`config.mk`:
```
export PLATFORM = sky130hd
export DESIGN_NAME = uart_rx_deframer
export DESIGN_NICKNAME = d
export VERILOG_FILES = /design/src/rtl/uart_rx_deframer.sv
export SDC_FILE = /design/constraint.sdc
export NUM_CORES = 1
export LEC_CHECK = 0
export ABC_CLOCK_PERIOD_IN_PS = 2400
export BUFFER_PORTS_ARGS = -buffer_cell sky130_fd_sc_hd__buf_2
export CAP_MARGIN = 25
export CORE_AREA = 8 8 67 69
export CTS_CLUSTER_SIZE = 16
export DETAILED_ROUTE_END_ITERATION = 7
export DIE_AREA = 0 0 75 77
export PLACE_DENSITY = 0.72
export REMOVE_ABC_BUFFERS = 1
export SLEW_MARGIN = 20
export SYNTH_ARGS = -nofsm -noshare
export SYNTH_HDL_FRONTEND = slang
export SYNTH_SLANG_ARGS = --single-unit
```
`constraint.sdc`:
```
create_clock -name clk -period 2.4 [get_ports clk]
set_clock_uncertainty 0.15 [all_clocks]
set_input_delay 0 -clock clk [delete_from_list [all_inputs] [get_ports clk]]
set_output_delay 0 -clock clk [all_outputs]
set_load 0.01 [all_outputs]
```
`src/rtl/uart_rx_deframer.sv`:
```
// 8N1 UART receiver: 2-flop synchronizer, free-running 16x oversample tick,
// start-bit glitch rejection, framing-error detection and break hold-off.
module uart_rx_deframer #(
  parameter int UART_BITS = 8,
  parameter int TICK_DIV  = 163,
  parameter int TICK_BITS = 8
) (
  input  logic                 clk,
  input  logic                 rst,
  input  logic                 i_rx,
  output logic [UART_BITS-1:0] o_rx_data,
  output logic                 o_rx_done,
  output logic                 o_frame_error,
  output logic                 o_busy
);

  localparam int BCW = $clog2(UART_BITS) + 1;
  localparam logic [TICK_BITS-1:0] DIV_LAST = TICK_BITS'(TICK_DIV - 1);
  localparam logic [BCW-1:0]       BIT_LAST = BCW'(UART_BITS - 1);
  localparam logic [3:0]           MID_CNT  = 4'd7;
  localparam logic [3:0]           END_CNT  = 4'd15;

  localparam logic [2:0] ST_IDLE  = 3'd0;
  localparam logic [2:0] ST_START = 3'd1;
  localparam logic [2:0] ST_DATA  = 3'd2;
  localparam logic [2:0] ST_STOP  = 3'd3;
  localparam logic [2:0] ST_BREAK = 3'd4;

  logic                 rx_m, rx_s;
  logic [TICK_BITS-1:0] div_cnt;
  logic                 tick;
  logic [2:0]           state;
  logic [3:0]           sample_cnt;
  logic [BCW-1:0]       bit_cnt;
  logic [UART_BITS-1:0] shift_reg;

  // Synchronizer resets to the idle (high) level so release never looks like a start.
  always_ff @(posedge clk or negedge rst) begin
    if (!rst) begin
      rx_m <= 1'b1;
      rx_s <= 1'b1;
    end else begin
      rx_m <= i_rx;
      rx_s <= rx_m;
    end
  end

  assign tick = (div_cnt == DIV_LAST);

  always_ff @(posedge clk or negedge rst) begin
    if (!rst)      div_cnt <= '0;
    else if (tick) div_cnt <= '0;
    else           div_cnt <= div_cnt + 1'b1;
  end

  always_ff @(posedge clk or negedge rst) begin
    if (!rst) begin
      state         <= ST_IDLE;
      sample_cnt    <= '0;
      bit_cnt       <= '0;
      shift_reg     <= '0;
      o_rx_data     <= '0;
      o_rx_done     <= 1'b0;
      o_frame_error <= 1'b0;
    end else begin
      o_rx_done     <= 1'b0;
      o_frame_error <= 1'b0;
      case (state)
        ST_IDLE: begin
          sample_cnt <= '0;
          if (!rx_s) state <= ST_START;
        end
        ST_START: begin
          if (tick) begin
            if (sample_cnt == MID_CNT) begin
              sample_cnt <= '0;
              bit_cnt    <= '0;
              state      <= rx_s ? ST_IDLE : ST_DATA;
            end else begin
              sample_cnt <= sample_cnt + 1'b1;
            end
          end
        end
        ST_DATA: begin
          if (tick) begin
            if (sample_cnt == END_CNT) begin
              shift_reg  <= {rx_s, shift_reg[UART_BITS-1:1]};
              sample_cnt <= '0;
              bit_cnt    <= bit_cnt + 1'b1;
              if (bit_cnt == BIT_LAST) state <= ST_STOP;
            end else begin
              sample_cnt <= sample_cnt + 1'b1;
            end
          end
        end
        ST_STOP: begin
          // Leaving at mid-stop-bit lets a back-to-back start edge be caught.
          if (tick) begin
            if (sample_cnt == END_CNT) begin
              sample_cnt <= '0;
              if (rx_s) begin
                o_rx_data <= shift_reg;
                o_rx_done <= 1'b1;
                state     <= ST_IDLE;
              end else begin
                o_frame_error <= 1'b1;
                state         <= ST_BREAK;
              end
            end else begin
              sample_cnt <= sample_cnt + 1'b1;
            end
          end
        end
        ST_BREAK: begin
          if (rx_s) state <= ST_IDLE;
        end
        default: state <= ST_IDLE;
      endcase
    end
  end

  assign o_busy = (state != ST_IDLE);

endmodule

```
Word level (Yosys, flattened, before mapping). Cells that the tools add are included.

Memories: 0. Register bits: 39. Latch bits: 0. ROM bits: 0. Input bits: 3. Word-level logic and storage cells: 72. Output and inout port bits: 11. RAM bits: 0.

Eq/ne operators: 18. Order comparisons: 0. Bitwise operators: 0. Shift-type cells: 0. Reduce and logical (&&, ||, !) cells: 10. Mux-type cells: 31. Div/mod/pow operators: 0. Multiply operators: 0. Add/sub/neg operators: 3.

Operator list (count): $mux 4 (8); $mux 3 (10); $ne 2x2->1 const B (9); $pmux 3 s5 (1); $pmux 4 s3 (1); $reduce_and 9->1 (1); $add 4x1->4 const B (2); $add 8x1->8 const B (1); $eq 4x3->1 const B (2); $eq 8x8->1 const B (1); $mux 1 (8); $mux 8 (1); $pmux 4 s2 (1); $eq 3x2->1 const B (2); $reduce_and 3->1 (2); $reduce_bool 3->1 (2); $reduce_and 5->1 (1); $eq 4x4->1 const B (1); $reduce_and 4->1 (1); $eq 3x1->1 const B (1); $eq 3x3->1 const B (1); $logic_not 3->1 (1); $mux 2 (1); $ne 2x1->1 const B (1); other kinds (2) (2).

Depth between registers and ports, before layout. Gate-level depths: netlist (run 1).

Word-level depth: 5. Mapped depth: 7.

Worst setup path before layout (run 1). OpenSTA, ideal clock, no wires.

Kind: register to register. Start point: register div_cnt[0]. End point: register shift_reg[1]. Period minus slack after synthesis: 2.164 ns. Required time: 2.125 ns. Slack: 0.236 ns. Cell stages (with the launch flop): 8. Path buffers: 1. Data arrival time: 1.889 ns. Cells stage by stage: dfrtp_1 inv_1 ha_1 and4b_1 nand2_1 or4_4 buf_6 mux2_4.

Word-level cells in the longest chain between the ends: 2.

RTL lines: from (decl) (line 30) `logic [TICK_BITS-1:0] div_cnt;`; from (signal assigned) (line 53) `else div_cnt <= div_cnt + 1'b1;`; $eq 8x8->1 (line 48) `assign tick = (div_cnt == DIV_LAST);`; $reduce_and 3->1 (no source line); to (signal assigned) (line 87) `shift_reg <= {rx_s, shift_reg[UART_BITS-1:1]};`; to (decl) (line 35) `logic [UART_BITS-1:0] shift_reg;`.

Every way passes these cells. A chain may end at the register's enable or synchronous reset.

Worst setup path in the final report (run 1). Same ends and word-level chain as after synthesis.

==> impl_metrics.csv, run 1 <==
group,metric,value,unit
floorplanning,fp.dieH,77,um
sta,max_freq,436,MHz
critical_path,start_kind,"register",
run_status,outcome,"finished, final reports clean",
synth,syn_inst,150,
clock_tree,cts.clk_slew.worst_paths,110,ps
synth,ys_seq_area_frac,0.540,
synth,yosysWarnings,0,
synth,yosys.cell_types.count,46,
critical_path,crit_arrival,2370,ps
critical_path,cp-end-kind,"register",
global_routing,grt_pass1_wl,5540,um
place,place.gp.congestion,0.763,
flow_run,cap_violations,0,
synth,synth_edf_count,0,
drt,num_vias,1202,
synth,synth.avg_cell_area,12.1,sq um
drt,viasPerCell,5.54,
floorplanning,design.portCount,14,
clock_tree,post_cts_resized,0,
final_layout,fin_util,0.581,
critical_path,crit_fanout,11,
drt,drcViolationCount,0,
final_layout,n_fill_cell,295,
power,p_per_area,556,nW/um^2
global_routing,grt_max_degree,40,
final_layout,drive_above_1_share,0.278,
global_routing,grt_overflow_total,0,
critical_path,path_class,"reg2reg",
final_layout,areaGrowthSynthToFinish,12.2,%
synth,ys_async_sr_fraction,1.00,
critical_path,slowest_stage,"or4_4",
final_layout,final_nets,175,
global_routing,antenna_found_initial,0,
final_layout,antennaDiodeCount,0,
sta,drv_slew,0,
drt,drt_iter0_drc,63,
synth,ys_ff_latch,39,
critical_path,crit_start,"div_cnt[0]$_DFF_PN0_",
sta,worstMarginPinSlew,824,ps
sta,whs,145,ps
place,place_ws,127,ps
clock_tree,cts_tree,"yes",
synth,synthesis.area,1810,sq um
synth,synth_top_flop_cell,"dfrtp_1",
critical_path,reg2reg_to,"shift_reg[1]$_DFFE_PN0P_",
floorplanning,die_w,75,um
global_routing,grt.total_usage,0.124,
clock_tree,clockBufferDepth,2,
clock_tree,cts-buffers-inserted,5,
floorplanning,core_area,3500,sq um
drt,wl,3160,um
clock_tree,htreeDepth,2,
floorplanning,start_util,0.518,
sta,tns,0,ps
floorplanning,die_area,5780,sq um
clock_tree,clkLatencyLatePin,330,ps
clock_tree,ctsRootBufferMaster,"clkbuf_4",
place,portBuffers,13,
sta,worst_slack,107,ps
sta,period_minus_slack,2290,ps
power,total_power,1130,uW
critical_path,path_cells,"inv_1 > ha_1 > and4b_1 > nand2_1 > or4_4 > mux2_4",
global_routing,grt_pass1_vias,1170,
drt,first_pass_iters,4,
power,p_leak,0.00101,uW
sta,period_share,0.955,
critical_path,required,2470,ps
sta,hold_viol,0,
critical_path,ff2ff_setup_slack,110,ps
drt,wire_per_inst,14.5,um
sta,relSlewSlack,0.450,
sta,finalSetupViolCount,0,
critical_path,slowest_delay,650,ps
floorplanning,num_rows,22,
sta,rsz0062_at_grt,"no",
critical_path,ff2ff_path_depth,6,
place,dp_hpwl,2260,um
drt,ant_nets,0,
clock_tree,clkSinkCount,39,
worst_hold_path,worstHoldPathType,"in2async",
power,peakVddDrop,0.296,mV
critical_path,rr_startpoint,"div_cnt[0]$_DFF_PN0_",
==> power breakdown <==
group / leakage, uW / switching (uW) / internal (uW) / total, uW
clock: 0.0000482 / 205 / 246 / 451
sequential: 0.000518 / 1.94 / 660 / 662
combinational: 0.000439 / 12.5 / 3.83 / 16.4
total: 0.00101 / 220 / 910 / 1130
==> final cells by class <==
class	instances	area (sq um)	share of cell area
Sequential cell	39	978	0.482
Multi-Input combinational cell	101	787	0.388
Timing Repair Buffer	18	108	0.0530
Tap cell	48	60.1	0.0296
Clock buffer	6	51.3	0.0253
Clock inverter	2	35.0	0.0173
Inverter	3	11.3	0.00555
==> kinds of logic (layout without fill, tap and decap cells) <==
family / count (synthesis) / count (layout) / share of synthesized area
mux: 17 / 17 / 0.120
flops: 39 / 39 / 0.540
fa+ha+maj: 4 / 4 / 0.0276
simple gates: 49 / 49 / 0.163
xor+xnor: 5 / 5 / 0.0242
compound gates: 26 / 26 / 0.0995
buf+inv: 10 / 29 / 0.0249
==> cell usage after synthesis (3+ instances only) <==
| cell type | number | area [sq um] |
|---|---|---|
| dfrtp_1 | 37 | 926 |
| mux2_2 | 10 | 113 |
| nor2_1 | 9 | 33.8 |
| o21ai_0 | 8 | 40.0 |
| mux2_4 | 7 | 105 |
| nand3_1 | 7 | 35.0 |
| clkbuf_1 | 6 | 22.5 |
| nand2_1 | 6 | 22.5 |
| ha_1 | 4 | 50.1 |
| xnor2_1 | 4 | 35.0 |
| a31oi_1 | 3 | 18.8 |
| inv_1 | 3 | 11.3 |
| nor3b_1 | 3 | 22.5 |
==> worst max-delay path: cells and delay by family (launching register included) <==
family,cells,cell delay [ps]
adders and majority gates,1,150
DFF,1,450
muxes,1,340
and+or+nand+nor,3,1020
buffers and inverters,1,70
==> worst max path at each step <==
stage,end,slack [ps],depth (start not counted)
2_1_floorplan,shift_reg[1]$_DFFE_PN0P_,270,6
3_3_place_gp,shift_reg[6]$_DFFE_PN0P_,200,6
3_5_place_dp,shift_reg[1]$_DFFE_PN0P_,130,6
4_1_cts,shift_reg[1]$_DFFE_PN0P_,100,6
5_1_grt,shift_reg[2]$_DFFE_PN0P_,10,6
6_report,shift_reg[1]$_DFFE_PN0P_,110,6
==> layout by cell type, fill, tap and decap left out, types with 2 or more instances in the layout <==
cell type | netlist | final
buf_4 | 0 | 3
and3b_1 | 2 | 2
nor3b_1 | 3 | 3
a31oi_1 | 3 | 3
nor4_1 | 2 | 2
dfrtp_1 | 37 | 37
and4b_1 | 2 | 2
nand2_1 | 6 | 6
and3_1 | 2 | 2
ha_1 | 4 | 4
mux2_4 | 7 | 7
nand2b_1 | 2 | 2
buf_2 | 0 | 13
xnor2_1 | 4 | 4
and4_1 | 2 | 2
a22o_1 | 2 | 2
nand3_1 | 7 | 7
dfstp_2 | 2 | 2
o31ai_1 | 2 | 2
clkbuf_4 | 0 | 5
nor2_1 | 9 | 9
o21ai_0 | 8 | 8
nor2b_1 | 2 | 2
dlygate4sd3_1 | 0 | 2
mux2_2 | 10 | 10
inv_1 | 3 | 3
==> repair_timing <==
action / 4_1_cts / 5_1_grt
endpoints found under the hold margin: 38 / 0
buffers inserted: 0 / 0
hold buffers: 2 / 0
==> routing by layer <==
| layer | global-route usage | share of wire | vias up | routed length (um) |
|---|---|---|---|---|
| met5 | 0 | 0 | - | 0 |
| met3 | 0.0364 | 0.058 | 2 | 182 |
| met4 | 0.0588 | 0.0089 | 0 | 28 |
| li1 | - | - | 587 | - |
| met2 | 0.181 | 0.48 | 29 | 1510 |
| met1 | 0.161 | 0.46 | 584 | 1440 |
==> stage by stage <==
stage / instance area (sq um) / instances
global route: 2030 / 217
detailed placement: 1920 / 207
CTS: 2030 / 217
global placement: 1920 / 207
floorplan: 1780 / 143
finish: 2030 / 217
No activity file was read; power rests on OpenSTA's default activity.
==> run 2, diff against run 1 <==
ABC_CLOCK_PERIOD_IN_PS = 2300   (was 2400)
clock period = 2.3 ns   (was 2.4 ns; I/O delays follow)
==> impl_metrics.csv, run 2 (synthesized netlist as in run 1, its figures left out) <==
group,metric,value,unit
drt,ant_nets,0,
drt,first_pass_iters,4,
sta,period_share,0.954,
final_layout,final_cell_mix,"dfrtp_1 (37), buf_2 (13), mux2_2 (10)",
flow_run,cap_violations,0,
clock_tree,clkLatencyLatePin,340,ps
drt,viasPerCell,5.71,
critical_path,path_class,"reg2reg",
power,p_per_area,576,nW/um^2
place,placedInstanceArea,1940,sq um
power,peakVddDrop,0.315,mV
global_routing,grt_overflow_total,0,
final_layout,areaGrowthSynthToFinish,13.4,%
final_layout,layoutNonFillerInstCount,220,
run_status,outcome,"finished, final reports clean",
global_routing,grt_max_degree,40,
floorplanning,start_util,0.518,
critical_path,required,2390,ps
global_routing,grt_pass1_vias,1236,
clock_tree,cts_tree,"yes",
floorplanning,core_area,3500,sq um
floorplanning,num_rows,22,
place,portBuffers,13,
clock_tree,ctsRootBufferMaster,"clkbuf_4",
drt,top_layer,"met4",
sta,hold_viol,0,
clock_tree,clkSinkCount,39,
drt,wl_met3,188,um
final_layout,drive_above_1_share,0.291,
critical_path,ff2ff_setup_slack,110,ps
critical_path,crit_fanout,11,
final_layout,antennaDiodeCount,0,
global_routing,grt_pass1_wl,5550,um
sta,drv_slew,0,
sta,period_minus_slack,2190,ps
global_routing,antenna_found_initial,0,
critical_path,start_kind,"register",
power,p_leak,0.00102,uW
global_routing,grt.total_usage,0.121,
clock_tree,clockBufferDepth,2,
sta,rsz0062_at_grt,"no",
critical_path,crit_arrival,2280,ps
sta,finalSetupViolCount,0,
final_layout,final_common_cell,"dfrtp_1",
final_layout,final_nets,178,
drt,wire_per_inst,15.2,um
sta,max_freq,456,MHz
drt,num_vias,1256,
place,place_ws,74.8,ps
drt,wl_met2,1690,um
clock_tree,htreeDepth,2,
final_layout,n_fill_cell,309,
worst_hold_path,worstHoldPathType,"in2async",
sta,worst_slack,106,ps
clock_tree,post_cts_resized,0,
place,place.gp.congestion,0.761,
critical_path,cp-end-kind,"register",
place,dp_hpwl,2450,um
clock_tree,cts.clk_slew.worst_paths,120,ps
sta,whs,129,ps
place,place_inst,209,
critical_path,slowest_delay,640,ps
drt,wirelength_met1,1410,um
critical_path,crit_family,"simple AND/OR/NAND/NOR gates",
drt,drt_iter0_drc,66,
critical_path,path_buf_inv,1,
final_layout,final_area,2050,sq um
sta,relSlewSlack,0.446,
drt,wl,3350,um
floorplanning,design.portCount,14,
floorplanning,die_w,75,um
floorplanning,die_area,5780,sq um
clock_tree,cts-buffers-inserted,5,
floorplanning,fp.dieH,77,um
critical_path,slowest_stage,"or4_4",
sta,tns,0,ps
sta,worstMarginPinSlew,831,ps
critical_path,path_cells,"inv_1 > ha_1 > and4b_1 > nand2_1 > or4_4 > mux2_4",
drt,drcViolationCount,0,
run 2: path summary, 6_finish.rpt:
kind	startpoint	end	cells past startpoint
max in group asynchronous	rst	state[2]$_DFFE_PN0P_	2
setup reg to reg	div_cnt[0]$_DFF_PN0_	shift_reg[2]$_DFFE_PN0P_	6
setup / recovery	div_cnt[0]$_DFF_PN0_	shift_reg[2]$_DFFE_PN0P_	6
min in group clk	i_rx	rx_m$_DFF_PN1_	2
hold / removal	rst	o_rx_data[0]$_DFFE_PN0P_	2
hold reg to reg	rx_m$_DFF_PN1_	rx_s$_DFF_PN1_	0
run 2: final cells by class:
class                      count  area, sq um  area share
clock buffer                   6         51.3      0.0250
clock inverter                 2         35.0      0.0171
tap                           48         60.1      0.0293
timing repair buffer          21          130      0.0634
inverter                       3         11.3     0.00548
multi-input combinational    101          787       0.383
sequential                    39          978       0.477
run 2: worst register-to-register path, delay by kind of cell (launching register included):
kind	cells	cell delay [ps]
flops	1	430
mux	1	340
simple gates	3	960
buf+inv	1	70
fa+ha+maj	1	160
run 2: timing repair:
action                                  CTS  global route
endpoints found under the setup margin    0             8
hold buffers                              2             0
setup buffers                             0             1
endpoints found under the hold margin    38             0
run 2: per-layer routing:
metal	track usage	vias to the layer above
li1	-	596
met3	0.0390	9
met2	0.197	28
met4	0.0471	0
met1	0.142	623
met5	0	-
run 2: per-stage QoR:
step / utilization / power [uW]
final: 0.587 / 1180
after global routing: 0.587 / 1230
after CTS: 0.585 / 1190
after detailed placement: 0.555 / 720
after global placement: 0.555 / 719
after floorplan: - / 704
run 2: power breakdown:
group | total [uW] | internal, uW | switching, uW
Combinational | 17.1 | 3.99 | 13.1
Sequential | 691 | 689 | 2.05
Clock | 475 | 257 | 219
==> run 3, diff against run 2 <==
PLACE_DENSITY = 0.76   (was 0.72)
==> impl_metrics.csv, run 3 (synthesized netlist as in run 1, its figures left out) <==
group,metric,value,unit
run_status,outcome,"finished, final reports clean",
critical_path,required,2380,ps
power,p_per_area,612,nW/um^2
floorplanning,fp.dieH,77,um
drt,drt_iter0_drc,91,
final_layout,areaGrowthSynthToFinish,14.2,%
final_layout,final_cell_mix,"dfrtp_1 (37), buf_2 (13), mux2_2 (10)",
global_routing,grt_max_degree,40,
final_layout,seq_area,978,sq um
floorplanning,design.portCount,14,
sta,finalSetupViolCount,0,
drt,ant_nets,0,
sta,relSlewSlack,0.447,
critical_path,ff2ff_path_depth,6,
clock_tree,cts_tree,"yes",
global_routing,grt_pass1_vias,1207,
critical_path,slowest_delay,640,ps
final_layout,n_fill_cell,311,
critical_path,path_cells,"inv_1 > ha_1 > and4b_1 > nand2_1 > or4_4 > mux2_4",
critical_path,path_buf_inv,1,
floorplanning,core_area,3500,sq um
floorplanning,num_rows,22,
clock_tree,ctsRootBufferMaster,"clkbuf_4",
clock_tree,cts.clk_slew.worst_paths,120,ps
floorplanning,die_area,5780,sq um
sta,drv_slew,0,
power,total_power,1270,uW
sta,rsz0062_at_grt,"no",
drt,drcViolationCount,0,
critical_path,crit_family,"simple AND/OR/NAND/NOR gates",
place,portBuffers,13,
critical_path,cp-end-kind,"register",
drt,wl,3230,um
final_layout,final_common_cell,"dfrtp_1",
final_layout,antennaDiodeCount,0,
critical_path,slowest_stage,"or4_4",
sta,worstMarginPinSlew,830,ps
clock_tree,htreeDepth,2,
flow_run,cap_violations,0,
power,peakVddDrop,0.451,mV
critical_path,start_kind,"register",
critical_path,cp.depth,6,
global_routing,grt.total_usage,0.122,
critical_path,crit_fanout,11,
drt,viasPerCell,5.59,
floorplanning,start_util,0.518,
sta,max_freq,458,MHz
sta,hold_viol,0,
power,p_leak,0.00102,uW
critical_path,crit_arrival,2260,ps
final_layout,final_nets,178,
final_layout,multiInputGateArea,787,sq um
clock_tree,post_cts_resized,0,
critical_path,path_class,"reg2reg",
drt,num_vias,1230,
clock_tree,clockBufferDepth,2,
worst_hold_path,worstHoldPathType,"in2async",
sta,period_share,0.949,
drt,first_pass_iters,4,
drt,wire_per_inst,14.7,um
global_routing,grt_overflow_total,0,
global_routing,grt_pass1_wl,5590,um
final_layout,drive_above_1_share,0.285,
clock_tree,clkSinkCount,39,
clock_tree,cts-buffers-inserted,5,
sta,period_minus_slack,2180,ps
place,dp_hpwl,2310,um
floorplanning,die_w,75,um
sta,tns,0,ps
place,place.gp.congestion,0.747,
global_routing,antenna_found_initial,0,
clock_tree,clkLatencyLatePin,340,ps
run 3: power breakdown:
group,switching [uW],internal (uW)
Combinational,13.1,3.98
Sequential,2.01,689
Clock,219,339
run 3: layout make-up:
type                       count  area share
sequential                    39       0.473
multi-input combinational    101       0.381
clock inverter                 2      0.0290
inverter                       3     0.00544
timing repair buffer          21      0.0629
clock buffer                   6      0.0200
tap                           48      0.0290
run 3: path summary, 6_finish.rpt:
| kind | startpoint | end | slack (ps) |
|---|---|---|---|
| max in group asynchronous | rst | div_cnt[1]$_DFF_PN0_ | 1350 |
| worst max register to register | div_cnt[0]$_DFF_PN0_ | shift_reg[2]$_DFFE_PN0P_ | 120 |
| worst min-delay path | rst | state[0]$_DFFE_PN0P_ | 140 |
| worst max-delay path | div_cnt[0]$_DFF_PN0_ | shift_reg[2]$_DFFE_PN0P_ | 120 |
| min in group clk | i_rx | rx_m$_DFF_PN1_ | 160 |
| worst min register to register | rx_m$_DFF_PN1_ | rx_s$_DFF_PN1_ | 200 |
run 3: routing by layer:
layer	up-vias	routed length (um)	track usage
li1	594	-	-
met1	609	1520	0.154
met2	22	1540	0.191
met3	5	123	0.0377
met4	0	39	0.0412
met5	-	0	0
run 3: through the flow:
stage                     instances  instance area [sq um]  setup WS, ps  hold slack [ps]  utilization
after floorplan                 143                   1780           169             -446            -
after global placement          209                   1940           157            -41.7        0.555
after detailed placement        209                   1940          74.6            -43.8        0.555
after CTS                       219                   2060          56.7              125        0.589
after global routing            220                   2070          48.5              130        0.592
final                           220                   2070           117              136        0.592
run 3: timing repair:
action                     in CTS  in global routing
hold endpoints to repair       38                  0
setup endpoints to repair       0                  8
hold buffers                    2                  0
buffers inserted                0                  1
